===== src/rtl/writeback_stage.sv =====
`default_nettype none
// ============================================================================
//  Module      : writeback_stage
//  Description : Pipeline writeback stage. Captures a retiring instruction
//                from MEM, selects ALU or load data, and issues a single
//                register-file write strobe per accepted instruction. Also
//                counts retired instructions.
//                Optional macro WB_LOAD_SUBWORD_EN enables byte/halfword
//                load formatting. When it is undefined, loads write the raw
//                memory word.
//  Revision    : 1.0 - initial release
// ============================================================================
module writeback_stage (
    input  logic        clk,
    input  logic        rst,            // asynchronous, active-low
    input  logic        in_valid,
    output logic        in_ready,
    input  logic        stall,
    input  logic        in_reg_write,
    input  logic        in_mem_to_reg,
    input  logic [4:0]  in_rd,
    input  logic [31:0] in_alu_result,
    input  logic [31:0] in_mem_data,
    input  logic [2:0]  in_load_type,
    output logic        write_back_en,
    output logic [4:0]  write_back_reg,
    output logic [31:0] write_back,
    output logic [31:0] retire_count
);

    localparam logic [2:0] c_LT_LB  = 3'b001;
    localparam logic [2:0] c_LT_LBU = 3'b010;
    localparam logic [2:0] c_LT_LH  = 3'b011;
    localparam logic [2:0] c_LT_LHU = 3'b100;

    logic        r_valid;
    logic        r_fresh;
    logic        r_reg_write;
    logic [31:0] w_load_value;
    logic [31:0] w_result;

`ifdef WB_LOAD_SUBWORD_EN
    logic [7:0]  w_byte;
    logic [15:0] w_half;

    // Pick the addressed byte/halfword lane and extend it by load type
    always_comb begin
        w_byte       = 8'd0;
        w_half       = 16'd0;
        w_load_value = in_mem_data;
        case (in_alu_result[1:0])
            2'd0:    w_byte = in_mem_data[7:0];
            2'd1:    w_byte = in_mem_data[15:8];
            2'd2:    w_byte = in_mem_data[23:16];
            default: w_byte = in_mem_data[31:24];
        endcase
        // Halfword lane uses address bit 1 only; bit 0 is ignored
        w_half = in_alu_result[1] ? in_mem_data[31:16] : in_mem_data[15:0];
        case (in_load_type)
            c_LT_LB:  w_load_value = {{24{w_byte[7]}}, w_byte};
            c_LT_LBU: w_load_value = {24'd0, w_byte};
            c_LT_LH:  w_load_value = {{16{w_half[15]}}, w_half};
            c_LT_LHU: w_load_value = {16'd0, w_half};
            default:  w_load_value = in_mem_data;
        endcase
    end
`else
    logic w_unused_load_type;

    // Without subword support every load returns the raw word
    assign w_load_value       = in_mem_data;
    assign w_unused_load_type = ^{in_load_type, c_LT_LB, c_LT_LBU, c_LT_LH, c_LT_LHU};
`endif

    // Result mux: memory data for loads, ALU result otherwise
    assign w_result = in_mem_to_reg ? w_load_value : in_alu_result;

    // Stage accepts whenever downstream is not holding it
    assign in_ready = ~stall;

    // Strobe only on the first cycle an instruction is present so a
    // stalled instruction writes exactly once; $zero is never written
    assign write_back_en = r_valid & r_fresh & r_reg_write & (write_back_reg != 5'd0);

    // Capture, bubble or hold the stage contents; count accepted instructions
    always_ff @(posedge clk or negedge rst) begin
        if (!rst) begin
            r_valid        <= 1'b0;
            r_fresh        <= 1'b0;
            r_reg_write    <= 1'b0;
            write_back_reg <= 5'd0;
            write_back     <= 32'd0;
            retire_count   <= 32'd0;
        end else if (!stall) begin
            if (in_valid) begin
                r_valid        <= 1'b1;
                r_fresh        <= 1'b1;
                r_reg_write    <= in_reg_write;
                write_back_reg <= in_rd;
                write_back     <= w_result;
                retire_count   <= retire_count + 32'd1;
            end else begin
                r_valid <= 1'b0;
                r_fresh <= 1'b0;
            end
        end else begin
            r_fresh <= 1'b0;
        end
    end

endmodule
`default_nettype wire


===== config.mk =====
export PLATFORM = sky130hd
export DESIGN_NAME = writeback_stage
export DESIGN_NICKNAME = d
export VERILOG_FILES = /design/src/rtl/writeback_stage.sv
export SDC_FILE = /design/constraint.sdc
export NUM_CORES = 1
export LEC_CHECK = 0
export ABC_CLOCK_PERIOD_IN_PS = 2100
export BUFFER_PORTS_ARGS = -buffer_cell sky130_fd_sc_hd__buf_2
export CAP_MARGIN = 30
export CORE_MARGIN = 2
export CORE_UTILIZATION = 47
export DETAILED_ROUTE_END_ITERATION = 12
export HOLD_SLACK_MARGIN = 0.05
export PLACE_DENSITY = 0.85
export SLEW_MARGIN = 20
export SYNTH_ARGS = -nofsm -noshare
export SYNTH_HDL_FRONTEND = slang
export SYNTH_SLANG_ARGS = --single-unit

===== constraint.sdc =====
create_clock -name clk -period 2.1 [get_ports clk]
set_input_delay 0.42 -clock clk [delete_from_list [all_inputs] [get_ports clk]]
set_output_delay 0.42 -clock clk [all_outputs]
set_load 0.1 [all_outputs]

==> results.yml, run 1 <==
min_path:
  hold_depth: 3
  hp-start: "in_rd[3]"
  hold_path.class: "in2reg"
  holdPathEnd: "write_back_reg[3]"
synth:
  synth_area_leaders: "dfrtp_1 55%, mux2i_1 9.7%, nand2_1 7.6%"
  synth-edff-count: 0
  synth_area_mm2: 0.00331
  ys.flop_type: "dfrtp_1"
  synthArstFlopShare_pct: 100
  synth_seq_cells: 72
  syn_area_per_cell_um2: 10.6
  yosys.cell_count.top_type: "dfrtp_1"
  synthCells: 313
  yosys.area.top_type: "dfrtp_1"
  synth_commonest_cells: "72 x dfrtp_1, 67 x nand2_1, 32 x mux2i_1, 32 x o21ai_0, 17 x xor2_1"
  synth_seq_area_share_pct: 54.5
  synth.top_cell.area_share_pct: 54.5
  yosys_warnings: 0
  synth_fp_nets: 392
  yosys.cell_types.count: 31
run:
  maxCapViolCount: 0
routing:
  via_per_inst: 4.92
  routedWlPerCell_um: 13.6
  drc_errors: 0
  vias: 2781
  drtAntennaViolNets: 0
  first_pass_iters: 4
  drt_iter0_drc: 78
  wirelength_um: 7670
timing:
  finalMaxSlewViolations: 0
  timing.hold.ws_ps: 266
  finalSetupViolCount: 0
  final.min_clock_period_ps: 1880
  period_share_pct: 89.7
  skew_ps: 12.2
  hold_viol_final: 0
  fmax_mhz: 531
  rsz0062_at_grt: "no"
  tightest_slew_ps: 509
  slew_headroom_pct: 66.3
pwr:
  total_leakage_power_nw: 2.32
  p_sw_w: 0.00210
  p_clk_share_pct: 24.2
  ir_worst_vdd_mv: 0.604
  powerDensity_mw_per_mm2: 1030
  internal_power_w: 0.00249
  seqPwrFrac_pct: 37.5
  comb_power_share_pct: 38.3
  finalPower_w: 0.00459
  switching_share_pct: 45.7
global_route:
  grt_pass1_wl_um: 12400
  grt_start_max_net_pins: 58
  antenna_found_initial: 0
  grt_pass1_vias: 2803
  grt_use_total_pct: 20.8
  overflow: 0
final_layout:
  fin_cells: 565
  syn2layout_area_growth_pct: 35.2
  nNetsFinal: 543
  antenna_cells: 0
  drive_gt1_share_pct: 44.1
  largest_register_ff_count: 37
  post-route-cell-area_mm2: 0.00447
outcome:
  status: "finished clean"
place:
  finalWeightedCongestion: 0.824
  placed_area_mm2: 0.00426
  dp_hpwl_um: 5760
  io_buffers: 145
  dp_cells: 548
clocking:
  cts_buffers: 9
  tritoncts_num_sinks: 72
  worst_skew_pair.late_latency_ps: 340
  clockBufferDepth: 2
  clkSlewWorstSetupHoldPaths_ps: 80
  cts_tree: "yes"
  post_cts_resized: 0
  root_buffer: "clkbuf_8"
  htree_levels: 3
worst_setup_path:
  crit_start: "write_back_reg[1]"
  startpoint_type: "register"
  worst_path_max_delay_cell: "dfrtp_2"
  crit-reg2reg-launch: "retire_count[4]"
  critPathMaxStageDelay_ps: 420
  worstPathCellList: "nor3_1 -> a21oi_4 -> buf_2"
  end_kind: "output port"
  worstPathArrival_ps: 1460
  critical_path.top_delay_family: "flip-flops"
  reg2reg_to: "retire_count[26]"
  r2r_cells: 5
  r2r_slack_ps: 270
  cp_num_buf_inv: 1
  critPathKind: "reg2out"
  path_max_fanout: 3
  required_ps: 1680
floorplan:
  die_w_um: 87.9
  die_h_um: 87.9
  fp-row-count: 30
  core_area_mm2: 0.00679
  die_area_mm2: 0.00772
  floorplan.initialDensity_pct: 48.7
  pin_count: 149
worst register-to-register path: cells and delay by family, from the launching register on:
family	cells	cell delay [ps]
xor+xnor	1	190
buf+inv	1	220
flops	1	470
simple gates	3	880
cell families after synthesis:
| logic type | count (synthesis) | share of synthesized area [%] |
|---|---|---|
| AOI/OAI and AO/OA | 33 | 5.00 |
| xor gates and xnor gates | 31 | 8.21 |
| adders and majority gates | 1 | 0.378 |
| buffers and inverters | 23 | 3.33 |
| DFF | 72 | 54.5 |
| muxes | 32 | 9.69 |
| and+or+nand+nor | 121 | 18.9 |
worst max path at each step:
stage | end | cells after the start | slack [ps]
finish | write_back_en | 3 | 220
global route | retire_count[31] | 5 | 150
CTS | write_back_en | 3 | 190
detailed placement | retire_count[9] | 5 | 190
global placement | retire_count[9] | 5 | 210
floorplan | write_back_en | 2 | -8
cell type report:
class                      count  area, µm²
clock buffer                  14        163
clock inverter                 2       38.8
fill                         522       2320
inverter                       7       26.3
multi-input combinational    218       1420
sequential                    72       1870
tap                           96        120
timing repair buffer         156        836
metrics by stage:
stage          setup TNS [ps]  setup slack, ps  util [%]
2_1_floorplan           -7.73            -7.73         -
3_3_place_gp                0              211      62.7
6_report                    0              216      65.8
3_5_place_dp                0              195      62.7
4_1_cts                     0              192      65.8
5_1_grt                     0              154      65.8
per-layer routing:
metal	share of wire, %	wire [µm]	track usage (%)	vias to the layer above
met4	2.5	189	10.6	0
met2	49	3780	36.5	112
met5	0	0	0	-
li1	-	-	-	1365
met1	42	3210	24.2	1284
met3	6.3	481	4.15	20
timing repair:
item / in CTS / in global routing
buffers inserted: 0 / 0
hold endpoints to repair: 17 / 0
hold buffers: 1 / 0
power by group through the flow:
stage,Combinational (W),Clock [W],Sequential [W]
after floorplan,0.000246,0,0.00291
after global placement,0.00175,0,0.00174
after detailed placement,0.00177,0,0.00175
after CTS,0.00177,0.00113,0.00173
after global routing,0.00183,0.00118,0.00175
final,0.00176,0.00111,0.00172
cell usage in the layout, fill, tap and decap left out, types with 6 or more instances in the layout:
cell type | Yosys | routed
inv_1 | 6 | 6
dfrtp_4 | 0 | 12
dfrtp_2 | 0 | 15
o21ai_0 | 32 | 32
xnor2_1 | 14 | 14
nor3_1 | 9 | 9
nand2_1 | 67 | 67
nor4_1 | 6 | 6
buf_2 | 0 | 145
dfrtp_1 | 72 | 45
mux2i_1 | 32 | 32
nand4_1 | 6 | 6
clkbuf_8 | 0 | 11
buf_4 | 0 | 8
xor2_1 | 17 | 17
nand3_1 | 9 | 8
Power figures use the tool's default switching activity.
==> run 2: changes to the inputs <==
Settings changed: RECOVER_POWER set to 25.
==> results.yml, run 2 (synthesis results as in run 1) <==
floorplan:
  die_area_mm2: 0.00772
  core_area_mm2: 0.00679
  die_w_um: 87.9
  die_h_um: 87.9
  floorplan.initialDensity_pct: 48.7
  fp-row-count: 30
  pin_count: 149
global_route:
  grt_pass1_vias: 2803
  met1_usage_pct: 24.2
  overflow: 0
  use_met2_pct: 36.5
  antenna_found_initial: 0
  grt_use_total_pct: 20.8
  grt_start_max_net_pins: 58
  busiest_layer: "met2"
  grt_use_met3_pct: 4.15
  grt_pass1_wl_um: 12400
worst_setup_path:
  worstPathArrival_ps: 1460
  path_depth: 3
  r2r_cells: 5
  cp_num_buf_inv: 1
  critical_path.top_delay_family: "flip-flops"
  r2r_slack_ps: 270
  critPathMaxStageDelay_ps: 420
  worst_path_max_delay_cell: "dfrtp_2"
  critPathKind: "reg2out"
  end_kind: "output port"
  worstPathCellList: "nor3_1 -> a21oi_4 -> buf_2"
  required_ps: 1680
  path_max_fanout: 3
  startpoint_type: "register"
final_layout:
  final_common_cell: "buf_2"
  drive_gt1_share_pct: 43.5
  antenna_cells: 0
  nNetsFinal: 543
  layout_common_cells: "143 x buf_2, 67 x nand2_1, 45 x dfrtp_1, 32 x mux2i_1, 32 x o21ai_0"
  largest_register_ff_count: 37
  fillers: 523
  syn2layout_area_growth_pct: 35.0
place:
  io_buffers: 145
  finalWeightedCongestion: 0.824
  pre_cts_ws_ps: 195
  dp_hpwl_um: 5760
pwr:
  powerDensity_mw_per_mm2: 1030
  p_clk_share_pct: 24.1
  internal_power_w: 0.00249
  switching_share_pct: 45.7
  finalPower_w: 0.00459
  comb_power_share_pct: 38.3
  ir_worst_vdd_mv: 0.604
  total_leakage_power_nw: 2.31
  seqPwrFrac_pct: 37.6
  p_sw_w: 0.00210
routing:
  routedWlPerCell_um: 13.5
  first_pass_iters: 4
  via_per_inst: 4.89
  drtAntennaViolNets: 0
  vias: 2764
  drc_errors: 0
  wirelength_um: 7650
  drt_iter0_drc: 65
timing:
  skew_ps: 11.3
  final.min_clock_period_ps: 1880
  period_share_pct: 89.6
  rsz0062_at_grt: "no"
  fin_ws_ps: 217
  hold_viol_final: 0
  tightest_slew_ps: 1040
  fmax_mhz: 531
  slew_headroom_pct: 30.5
  finalMaxSlewViolations: 0
  finalSetupViolCount: 0
clocking:
  clkSlewWorstSetupHoldPaths_ps: 80
  tritoncts_num_sinks: 72
  root_buffer: "clkbuf_8"
  cts_setup_buffers: 0
  cts_tree: "yes"
  clockBufferDepth: 2
  cts_buffers: 9
  worst_skew_pair.late_latency_ps: 350
  htree_levels: 3
outcome:
  status: "finished clean"
run:
  maxCapViolCount: 0
min_path:
  hold_depth: 3
  hold_path.class: "in2reg"
run 2: changes by cell type in the layout (fill, tap and decap cells not counted), sizes merged:
cell | previous run | this run
buf | 155 | 151
clkbuf | 14 | 18
run 2: tightest hold or removal path: cells and delay by family:
family | cells | cell delay, ps
AND/OR/NAND/NOR | 2 | 90
buffers and inverters | 1 | 80
run 2: worst paths after layout:
| kind | startpoint | end |
|---|---|---|
| worst max-delay path | write_back_reg[1] | write_back_en |
| worst min-delay path | in_rd[3] | write_back_reg[3] |
| worst max register to register | retire_count[4] | retire_count[26] |
| worst min register to register | retire_count[31] | retire_count[31] |
| max in group asynchronous | rst | write_back[20] |
| min in group asynchronous | rst | retire_count[6] |
run 2: repair_timing:
action / 4_1_cts / 5_1_grt
gates resized for setup: 0 / 0
hold endpoints to repair: 17 / 0
hold buffers: 1 / 0
run 2: layer usage:
layer	up-vias	part of all wire, %	wire [µm]
met1	1270	42	3220
met2	107	49	3750
met3	22	6.2	474
met4	0	2.8	211
li1	1365	-	-
met5	-	0	0
run 2: power groups by stage:
| stage | clock [W] | sequential (W) | combinational (W) |
|---|---|---|---|
| floorplan | 0 | 0.00291 | 0.000246 |
| global route | 0.00118 | 0.00175 | 0.00183 |
| CTS | 0.00113 | 0.00173 | 0.00177 |
| global placement | 0 | 0.00174 | 0.00175 |
| detailed placement | 0 | 0.00175 | 0.00177 |
| finish | 0.00111 | 0.00172 | 0.00176 |
run 2: area by class of cell:
class                           instances  area [µm²]  area share [%]
Clock inverter                          2        38.8           0.869
Clock buffer                           14         163            3.65
Sequential cell                        72        1870            41.8
Inverter                                7        26.3           0.589
Timing Repair Buffer                  156         827            18.5
Tap cell                               96         120            2.69
Multi-Input combinational cell        218        1420            31.9
run 2: metrics by stage:
step	hold slack, ps	instance area (µm²)	TNS [ps]	std cells	util, %
2_1_floorplan	124	3390	-7.73	313	-
5_1_grt	259	4460	0	565	65.7
6_report	266	4460	0	565	65.7
3_3_place_gp	378	4260	0	548	62.7
3_5_place_dp	384	4260	0	548	62.7
4_1_cts	254	4470	0	565	65.8
==> run 3: changes to the inputs <==
Settings changed: PLACE_DENSITY 0.85 to 0.84, RECOVER_POWER 25 to 50.
==> results.yml, run 3 (synthesis results as in run 1) <==
final_layout:
  antenna_cells: 0
  post-route-cell-area_mm2: 0.00442
  drive_gt1_share_pct: 43.8
  syn2layout_area_growth_pct: 33.8
  final_common_cell: "buf_2"
  largest_register_ff_count: 37
  layout_common_cells: "144 x buf_2, 67 x nand2_1, 45 x dfrtp_1, 32 x mux2i_1, 32 x o21ai_0"
  nNetsFinal: 540
global_route:
  grt_pass1_vias: 2645
  grt_pass1_wl_um: 12200
  met1_usage_pct: 25.5
  grt_start_max_net_pins: 75
  use_met2_pct: 34.5
  grt_use_total_pct: 20.6
  grt_use_met3_pct: 5.47
  overflow: 0
  busiest_layer: "met2"
  antenna_found_initial: 0
clocking:
  cts_setup_buffers: 0
  cts_tree: "yes"
  tritoncts_num_sinks: 72
  cts_buffers: 9
  root_buffer: "clkbuf_8"
  clockBufferDepth: 2
  clkSlewWorstSetupHoldPaths_ps: 70
  htree_levels: 3
  post_cts_resized: 0
  worst_skew_pair.late_latency_ps: 340
  ctsHoldBuffers: 0
run:
  maxCapViolCount: 0
outcome:
  status: "finished clean"
timing:
  finalSetupViolCount: 0
  fin_ws_ps: 216
  hold_viol_final: 0
  period_share_pct: 89.7
  final.min_clock_period_ps: 1880
  tightest_slew_ps: 1430
  fin_tns_setup_ps: 0
  slew_headroom_pct: 4.57
  rsz0062_at_grt: "no"
  finalMaxSlewViolations: 0
  skew_ps: 8.31
  fmax_mhz: 531
routing:
  drtAntennaViolNets: 0
  first_pass_iters: 4
  wirelength_um: 7660
  drc_errors: 0
  routedWlPerCell_um: 13.6
  via_per_inst: 4.91
  drt_iter0_drc: 140
  vias: 2760
pwr:
  total_leakage_power_nw: 2.29
  powerDensity_mw_per_mm2: 1040
  ir_worst_vdd_mv: 0.513
  finalPower_w: 0.00458
floorplan:
  die_h_um: 87.9
  die_w_um: 87.9
  fp-row-count: 30
  pin_count: 149
  core_area_mm2: 0.00679
  floorplan.initialDensity_pct: 48.7
  die_area_mm2: 0.00772
place:
  pre_cts_ws_ps: 37.7
  dp_hpwl_um: 5770
  finalWeightedCongestion: 0.862
  placed_area_mm2: 0.00423
  io_buffers: 145
worst_setup_path:
  required_ps: 1680
  end_kind: "output port"
  path_max_fanout: 3
  worstPathArrival_ps: 1460
  critPathKind: "reg2out"
  startpoint_type: "register"
min_path:
  hold_path.class: "in2reg"
run 3: power by group:
| part | switching, W | internal, W |
|---|---|---|
| combinational | 0.00147 | 0.000281 |
| clock | 0.000496 | 0.000611 |
| sequential | 0.000141 | 0.00159 |
| total | 0.00211 | 0.00248 |
run 3: critical path: stages (launching register included):
cell     delay, ps
dfrtp_2        410
nor3_1         330
a21oi_4         90
buf_2          290
run 3: layer usage:
layer,vias up,wire [µm]
li1,1363,-
met1,1285,3370
met2,97,3680
met3,15,468
met4,0,152
met5,-,0
run 3: worst paths after layout:
kind | end | slack [ps] | from | cells past startpoint
min in group asynchronous | retire_count[8] | 360 | rst | 2
max in group asynchronous | write_back[12] | 750 | rst | 2
worst min-delay path | write_back_reg[1] | 270 | in_rd[1] | 3
worst max register to register | retire_count[31] | 220 | retire_count[4] | 5
worst min register to register | r_reg_write | 480 | r_reg_write | 2
worst max-delay path | write_back_en | 220 | write_back_reg[1] | 3
run 3: layout make-up:
| type | instances | area [µm²] |
|---|---|---|
| clock inverter | 3 | 40.0 |
| clock buffer | 13 | 159 |
| inverter | 7 | 26.3 |
| tap | 96 | 120 |
| timing repair buffer | 153 | 791 |
| multi-input combinational | 218 | 1420 |
| sequential | 72 | 1870 |
| fill | 551 | 2370 |
run 3: per-stage QoR:
stage	util [%]	hold slack [ps]	cells
floorplan	-	124	313
global placement	62.3	451	546
detailed placement	62.3	460	546
CTS	65.2	92.4	562
global route	65.1	260	562
finish	65.1	270	562
